<file path="src/rtl/mem_arbiter.sv">
// Byte-serial memory arbiter that shares one 8-bit memory port between icache fetch, LSB load and LSB store.
// Optional fetch fairness (a fetch wins right after a load/store grant) is built when MEM_ARB_FAIR_EN is defined.
module mem_arbiter #(
  parameter int BLK_BYTES = 16,
  parameter int LSB_WIDTH = 4
) (
  input  logic                   clk,
  input  logic                   rst_in,
  input  logic                   rdy_in,
  input  logic                   flush_in,
  input  logic [7:0]             mem_din,
  output logic [7:0]             mem_dout,
  output logic [31:0]            mem_aout,
  output logic                   mem_rw,
  input  logic                   io_buffer_full,
  input  logic                   if_req,
  input  logic [31:0]            if_addr,
  output logic                   if_done,
  output logic [BLK_BYTES*8-1:0] if_blk,
  input  logic                   ld_req,
  input  logic [31:0]            ld_addr,
  input  logic [2:0]             ld_type,
  input  logic [LSB_WIDTH-1:0]   ld_id,
  output logic                   ld_done,
  output logic [LSB_WIDTH-1:0]   ld_id_out,
  output logic [31:0]            ld_val,
  input  logic                   st_req,
  input  logic [31:0]            st_addr,
  input  logic [31:0]            st_val,
  input  logic [2:0]             st_type,
  output logic                   st_done,
  output logic                   busy
);

  localparam int BLK_W = BLK_BYTES * 8;
  localparam int CNT_W = $clog2(BLK_BYTES) + 2;

  typedef enum logic [1:0] {IDLE, FETCH, LOAD, STORE} state_t;

  function automatic logic [CNT_W-1:0] xfer_len(input logic [1:0] f3);
    case (f3)
      2'b00:   return CNT_W'(1);
      2'b01:   return CNT_W'(2);
      default: return CNT_W'(4);
    endcase
  endfunction

  function automatic logic [31:0] load_extend(input logic [31:0] raw, input logic [2:0] f3);
    case (f3)
      3'b000:  return {{24{raw[7]}}, raw[7:0]};
      3'b001:  return {{16{raw[15]}}, raw[15:0]};
      3'b100:  return {24'h0, raw[7:0]};
      3'b101:  return {16'h0, raw[15:0]};
      default: return raw;
    endcase
  endfunction

  function automatic logic [7:0] store_byte(input logic [31:0] w, input logic [1:0] k);
    case (k)
      2'd0:    return w[7:0];
      2'd1:    return w[15:8];
      2'd2:    return w[23:16];
      default: return w[31:24];
    endcase
  endfunction

  state_t               state, state_nxt;
  logic [CNT_W-1:0]     cnt, cnt_nxt, len;
  logic [31:0]          base, wdata;
  logic [2:0]           ftype;
  logic [LSB_WIDTH-1:0] id_lat;
  logic [BLK_W-1:0]     line_buf, line_buf_nxt;
  logic                 if_done_r, ld_done_r, st_done_r;
  logic                 st_io, st_ok, ld_ok, if_ok, fair_pick;
  logic                 gnt_if, gnt_ld, gnt_st, fin;
  logic                 unused_ok;

  assign unused_ok = st_type[2];

  // A requester still holds req during its own done cycle, so that cycle is masked.
  assign st_io = (st_addr[17:16] == 2'b11);
  assign st_ok = st_req && !st_done_r && !(st_io && io_buffer_full);
  assign ld_ok = ld_req && !ld_done_r && !flush_in;
  assign if_ok = if_req && !if_done_r && !flush_in;

`ifdef MEM_ARB_FAIR_EN
  logic fair;
  assign fair_pick = fair && if_ok;

  always_ff @(posedge clk or negedge rst_in) begin
    if (!rst_in) begin
      fair <= 1'b0;
    end else if (rdy_in) begin
      if (gnt_ld || gnt_st) fair <= 1'b1;
      else if (gnt_if)      fair <= 1'b0;
    end
  end
`else
  assign fair_pick = 1'b0;
`endif

  always_ff @(posedge clk or negedge rst_in) begin
    if (!rst_in) state <= IDLE;
    else if (rdy_in) state <= state_nxt;
  end

  always_comb begin
    state_nxt = state;
    cnt_nxt   = cnt;
    gnt_if    = 1'b0;
    gnt_ld    = 1'b0;
    gnt_st    = 1'b0;
    fin       = 1'b0;
    case (state)
      IDLE: begin
        cnt_nxt = '0;
        if (fair_pick)  gnt_if = 1'b1;
        else if (st_ok) gnt_st = 1'b1;
        else if (ld_ok) gnt_ld = 1'b1;
        else if (if_ok) gnt_if = 1'b1;
        if (gnt_st)      state_nxt = STORE;
        else if (gnt_ld) state_nxt = LOAD;
        else if (gnt_if) state_nxt = FETCH;
      end
      FETCH, LOAD: begin
        // Reads run one cycle longer than addressing because mem_din lags the address.
        if (flush_in) begin
          state_nxt = IDLE;
          cnt_nxt   = '0;
        end else if (cnt == len) begin
          state_nxt = IDLE;
          cnt_nxt   = '0;
          fin       = 1'b1;
        end else begin
          cnt_nxt = cnt + CNT_W'(1);
        end
      end
      STORE: begin
        if (cnt == len - CNT_W'(1)) begin
          state_nxt = IDLE;
          cnt_nxt   = '0;
          fin       = 1'b1;
        end else begin
          cnt_nxt = cnt + CNT_W'(1);
        end
      end
      default: state_nxt = IDLE;
    endcase
  end

  always_comb begin
    mem_aout = '0;
    mem_dout = '0;
    mem_rw   = 1'b0;
    case (state)
      FETCH, LOAD: begin
        if (cnt < len) mem_aout = base + 32'(cnt);
      end
      STORE: begin
        mem_aout = base + 32'(cnt);
        mem_dout = store_byte(wdata, cnt[1:0]);
        mem_rw   = rdy_in;
      end
      default: ;
    endcase
  end

  // Byte addressed at count c-1 arrives while the count reads c.
  always_comb begin
    line_buf_nxt = line_buf;
    for (int i = 0; i < BLK_BYTES; i++) begin
      if (cnt == CNT_W'(i + 1)) line_buf_nxt[i*8 +: 8] = mem_din;
    end
  end

  always_ff @(posedge clk or negedge rst_in) begin
    if (!rst_in) begin
      cnt       <= '0;
      len       <= '0;
      base      <= '0;
      wdata     <= '0;
      ftype     <= '0;
      id_lat    <= '0;
      line_buf  <= '0;
      if_blk    <= '0;
      ld_val    <= '0;
      ld_id_out <= '0;
      if_done_r <= 1'b0;
      ld_done_r <= 1'b0;
      st_done_r <= 1'b0;
    end else if (rdy_in) begin
      cnt       <= cnt_nxt;
      if_done_r <= 1'b0;
      ld_done_r <= 1'b0;
      st_done_r <= 1'b0;
      if (gnt_if) begin
        base <= if_addr;
        len  <= CNT_W'(BLK_BYTES);
      end
      if (gnt_ld) begin
        base   <= ld_addr;
        len    <= xfer_len(ld_type[1:0]);
        ftype  <= ld_type;
        id_lat <= ld_id;
      end
      if (gnt_st) begin
        base  <= st_addr;
        len   <= xfer_len(st_type[1:0]);
        wdata <= st_val;
      end
      if (state == FETCH || state == LOAD) line_buf <= line_buf_nxt;
      if (fin) begin
        case (state)
          FETCH: begin
            if_blk    <= line_buf_nxt;
            if_done_r <= 1'b1;
          end
          LOAD: begin
            ld_val    <= load_extend(line_buf_nxt[31:0], ftype);
            ld_id_out <= id_lat;
            ld_done_r <= 1'b1;
          end
          STORE:   st_done_r <= 1'b1;
          default: ;
        endcase
      end
    end
  end

  // A done pulse frozen by rdy_in=0 is shown on the first enabled cycle.
  assign if_done = if_done_r && rdy_in;
  assign ld_done = ld_done_r && rdy_in;
  assign st_done = st_done_r && rdy_in;
  assign busy    = (state != IDLE);

endmodule

</file>
<file path="config.mk">
export PLATFORM = sky130hd
export DESIGN_NAME = mem_arbiter
export DESIGN_NICKNAME = d
export VERILOG_FILES = /design/src/rtl/mem_arbiter.sv
export SDC_FILE = /design/constraint.sdc
export NUM_CORES = 1
export LEC_CHECK = 0
export BUFFER_PORTS_ARGS = -buffer_cell sky130_fd_sc_hd__clkbuf_2
export CAP_MARGIN = 0
export CELL_PAD_IN_SITES_DETAIL_PLACEMENT = 0
export CELL_PAD_IN_SITES_GLOBAL_PLACEMENT = 1
export CORE_UTILIZATION = 41
export DETAILED_ROUTE_END_ITERATION = 10
export PLACE_DENSITY = 0.73
export SETUP_SLACK_MARGIN = 0.1
export SYNTH_ARGS = -nofsm -noshare
export SYNTH_HDL_FRONTEND = slang
export SYNTH_SLANG_ARGS = --single-unit
</file>
<file path="constraint.sdc">
create_clock -name clk -period 2.7 [get_ports clk]
set_input_delay 0.135 -clock clk [delete_from_list [all_inputs] [get_ports clk]]
set_output_delay 0.135 -clock clk [all_outputs]
set_load 0.01 [all_outputs]
</file>
==> results.ini <==
[die]
ioPinCount=363
num_rows=78
die_h_microns=217
floorplan.die_area_sq_um=47000
core_area_sq_um=45500
die_w_microns=217
initial_utilization=0.416

[route]
wl_per_cell_microns=20.7
drc=0
wl_mm=56.5
detail-route-antenna-nets=0
vias=14400
dr.pass1.iters=9
drtIter0Drc=848
viasPerCell=5.26

[status]
status=complete, but fails checks
violations=negative setup slack

[worst_setup_path]
cp-end-kind=output pin
critPathMaxStageDelay_ns=0.44
path_cells=buf_4, fa_2, a211oi_2, buf_4, o21ai_2, nand4_1, buf_6, o21ai_1, a21oi_2, buf_2
cp_common_cell=buf_4
crit_path_max_fanout=11
cp.arrival_ns=2.72
rrSetupSlack_ns=-0.04
cp.buffers_inverters=4
cp_top_family=buffers and inverters
crit_path_top_delay_cell=dfrtp_2
startpoint_type=flip-flop
worstPathRequired_ns=2.57
path_class=flip-flop to output pin

[layout]
n_fill_cell=3690
fin_area_sq_um=26400
area_growth_pct=39.8
seq_area_sq_um=9460
final_net_count=2267
drive_gt1_frac=0.501
multi_input_area_sq_um=9190
final_core_util=0.581
insertedDiodeCount=0

[timing]
fmax_mhz=350
rsz0062_at_grt=yes
fin_crit_sh=1.06
finalClockSkew_ns=0.0224
finalHoldViolations=0
setup_ws_ns=-0.157
setup_tns_ns=-3.29
setup_violations=90
slew_violations=0
layout_min_cycle_time_ns=2.86
slew_headroom=0.417
worst_slew_pin_slew_ns=0.874

[synthesis]
synth_xor_area_frac=0.0101
synth_simple_gate_area_frac=0.0760
synth_edf_count=0
ys_ff_latch=378
syn-cell-area_sq_um=18900
ys_types=62
ys_seq_area_frac=0.500
synthAdderAreaFrac=0.0150
synth_nets=1668
synthMuxAreaShare=0.297
synthFlopType=dfrtp_1
yosys_warnings=0
synth_top_family_by_area=multiplexers
synthArstFlopShare=1.00
syn_avg_cell_area_sq_um=12.7
synth_compound_area_frac=0.0607
syn_inst=1492

[placement]
gp_congestion=0.841
placed_area_sq_um=21700
portBuffers=361
hpwlAfterDp_mm=35.1

[pwr]
clkPwrFrac=0.323
p_int_uw=13300
peakVddDrop_mv=0.524
combPwrFrac=0.305
switching_share=0.323
p_sw_uw=6350
p_leak_uw=0.0129
powerDensity_nw_per_um2=744
p_seq_frac=0.372

[clocking]
h-tree-depth=2
clk-insertion-delay-late_ns=0.58
cts_buffer_depth=3
cts_tree=built
cts_buffers=43
cts.sinks=378
clk_pin_slew_ns=0.07
cts_root_buf=clkbuf_16

[global_routing]
grt_pass1_vias=15000
grt_overflow=0
antenna_found_initial=0
grt_start_max_net_pins=73
grt_pass1_wl_mm=88.2
grt_use_total=0.241

[flow_run]
maxCapViolCount=0

[min_path]
hold_class=primary input to flip-flop

==> worst reg2reg max path, cell delays in order (launching register included) <==
cell      delay (ns)
dfrtp_1         0.38
inv_2           0.08
ha_4            0.13
ha_4            0.21
xnor2_4         0.13
nor4_4          0.31
o211ai_2        0.17
a211oi_4        0.34
buf_12          0.19
buf_16          0.14
buf_12          0.12
buf_16          0.12
mux2_4          0.30
==> synth_stat cells, drive strengths merged (15+ instances only) <==
library cell | instances | share of area
mux2 | 407 | 0.26
dfrtp | 378 | 0.50
nand2 | 148 | 0.029
clkbuf | 69 | 0.014
mux2i | 66 | 0.035
inv | 43 | 0.0085
o21ai | 38 | 0.010
nor2 | 33 | 0.0065
buf | 31 | 0.019
o221ai | 31 | 0.014
nand3 | 30 | 0.0082
a222oi | 24 | 0.013
nand4 | 23 | 0.0076
ha | 21 | 0.014
a21oi | 19 | 0.0050
or3 | 16 | 0.0053
xor2 | 15 | 0.0069
==> cell usage in the layout (no fill, tap or decap), types with 31 or more instances in the layout <==
cell type      Yosys  layout
clkbuf_2           0     345
inv_1             43      38
mux2i_1           66      66
mux2_2           305     265
clkbuf_16          0      45
dlygate4sd3_1      0     135
nand2_1          148     147
buf_4              3      81
dfrtp_1          378     375
o221ai_1          31      31
mux2_4           100     142
==> flip-flops by register name, indices dropped and copies added, names as in the netlist <==
| register | flops |
|---|---|
| base | 32 |
| ld_done_r | 1 |
| ld_val | 32 |
| if_done_r | 1 |
| st_done_r | 1 |
| if_blk | 128 |
| len | 4 |
| state | 2 |
| line_buf | 128 |
| ftype | 3 |
| wdata | 32 |
| ld_id_out | 4 |
| cnt | 6 |
| id_lat | 4 |
==> logic make-up after synthesis <==
kind of cell	count (synthesis)
AO/OA/AOI/OAI	152
AND/OR/NAND/NOR	303
flip-flops	378
adder cells (fa/ha/maj)	22
buffers and inverters	144
multiplexers	473
XOR/XNOR	20
==> final cells by class <==
| type | count | share of cell area |
|---|---|---|
| Multi-Input combinational cell | 970 | 0.348 |
| Sequential cell | 378 | 0.358 |
| Tap cell | 600 | 0.0284 |
| Inverter | 44 | 0.00644 |
| Clock inverter | 18 | 0.0107 |
| Timing Repair Buffer | 654 | 0.201 |
| Clock buffer | 62 | 0.0479 |
==> power groups by stage <==
| stage | Sequential, uW | Clock (uW) | Combinational, uW |
|---|---|---|---|
| after floorplan | 7240 | 0 | 3080 |
| after global placement | 7330 | 0 | 4740 |
| after detailed placement | 7370 | 0 | 4840 |
| after CTS | 7290 | 6480 | 5560 |
| after global routing | 7430 | 6760 | 6520 |
| final | 7310 | 6360 | 6000 |
==> per-layer routing <==
layer / wire length (microns) / GRT usage
met5: 0 / 0
met1: 25400 / 0.329
met4: 1320 / 0.0667
met3: 2650 / 0.0359
met2: 27100 / 0.398
==> final timing paths <==
path,from,depth (start not counted),endpoint
max in group asynchronous,rst_in,4,if_blk[127]$_DFFE_PN0P_
setup reg to reg,len[1]$_DFFE_PN0P_,12,if_blk[49]$_DFFE_PN0P_
hold reg to reg,line_buf[16]$_DFFE_PN0P_,2,line_buf[16]$_DFFE_PN0P_
min in group asynchronous,rst_in,2,if_blk[101]$_DFFE_PN0P_
hold / removal,if_addr[16],4,base[16]$_DFFE_PN0P_
setup / recovery,cnt[1]$_DFFE_PN0P_,10,mem_aout[30]
==> timing repair <==
action                                  4_1_cts  5_1_grt
setup buffers                                46       17
gates cloned                                 19        3
hold buffers                                135        0
gates resized for setup                     160       62
pin swaps                                    28       21
hold endpoints to repair                    147        0
endpoints found under the setup margin      183      213
==> through the flow <==
step	setup WS [ns]	instances	total power [uW]	hold slack [ns]
2_1_floorplan	0.123	1492	10300	-0.161
3_3_place_gp	-0.0510	2433	12100	0.169
3_5_place_dp	-0.0543	2433	12200	0.174
4_1_cts	-0.211	2711	19300	0.0128
5_1_grt	-0.281	2726	20700	0.0562
6_report	-0.157	2726	19700	0.0424
(Power assumes the default switching activity.)
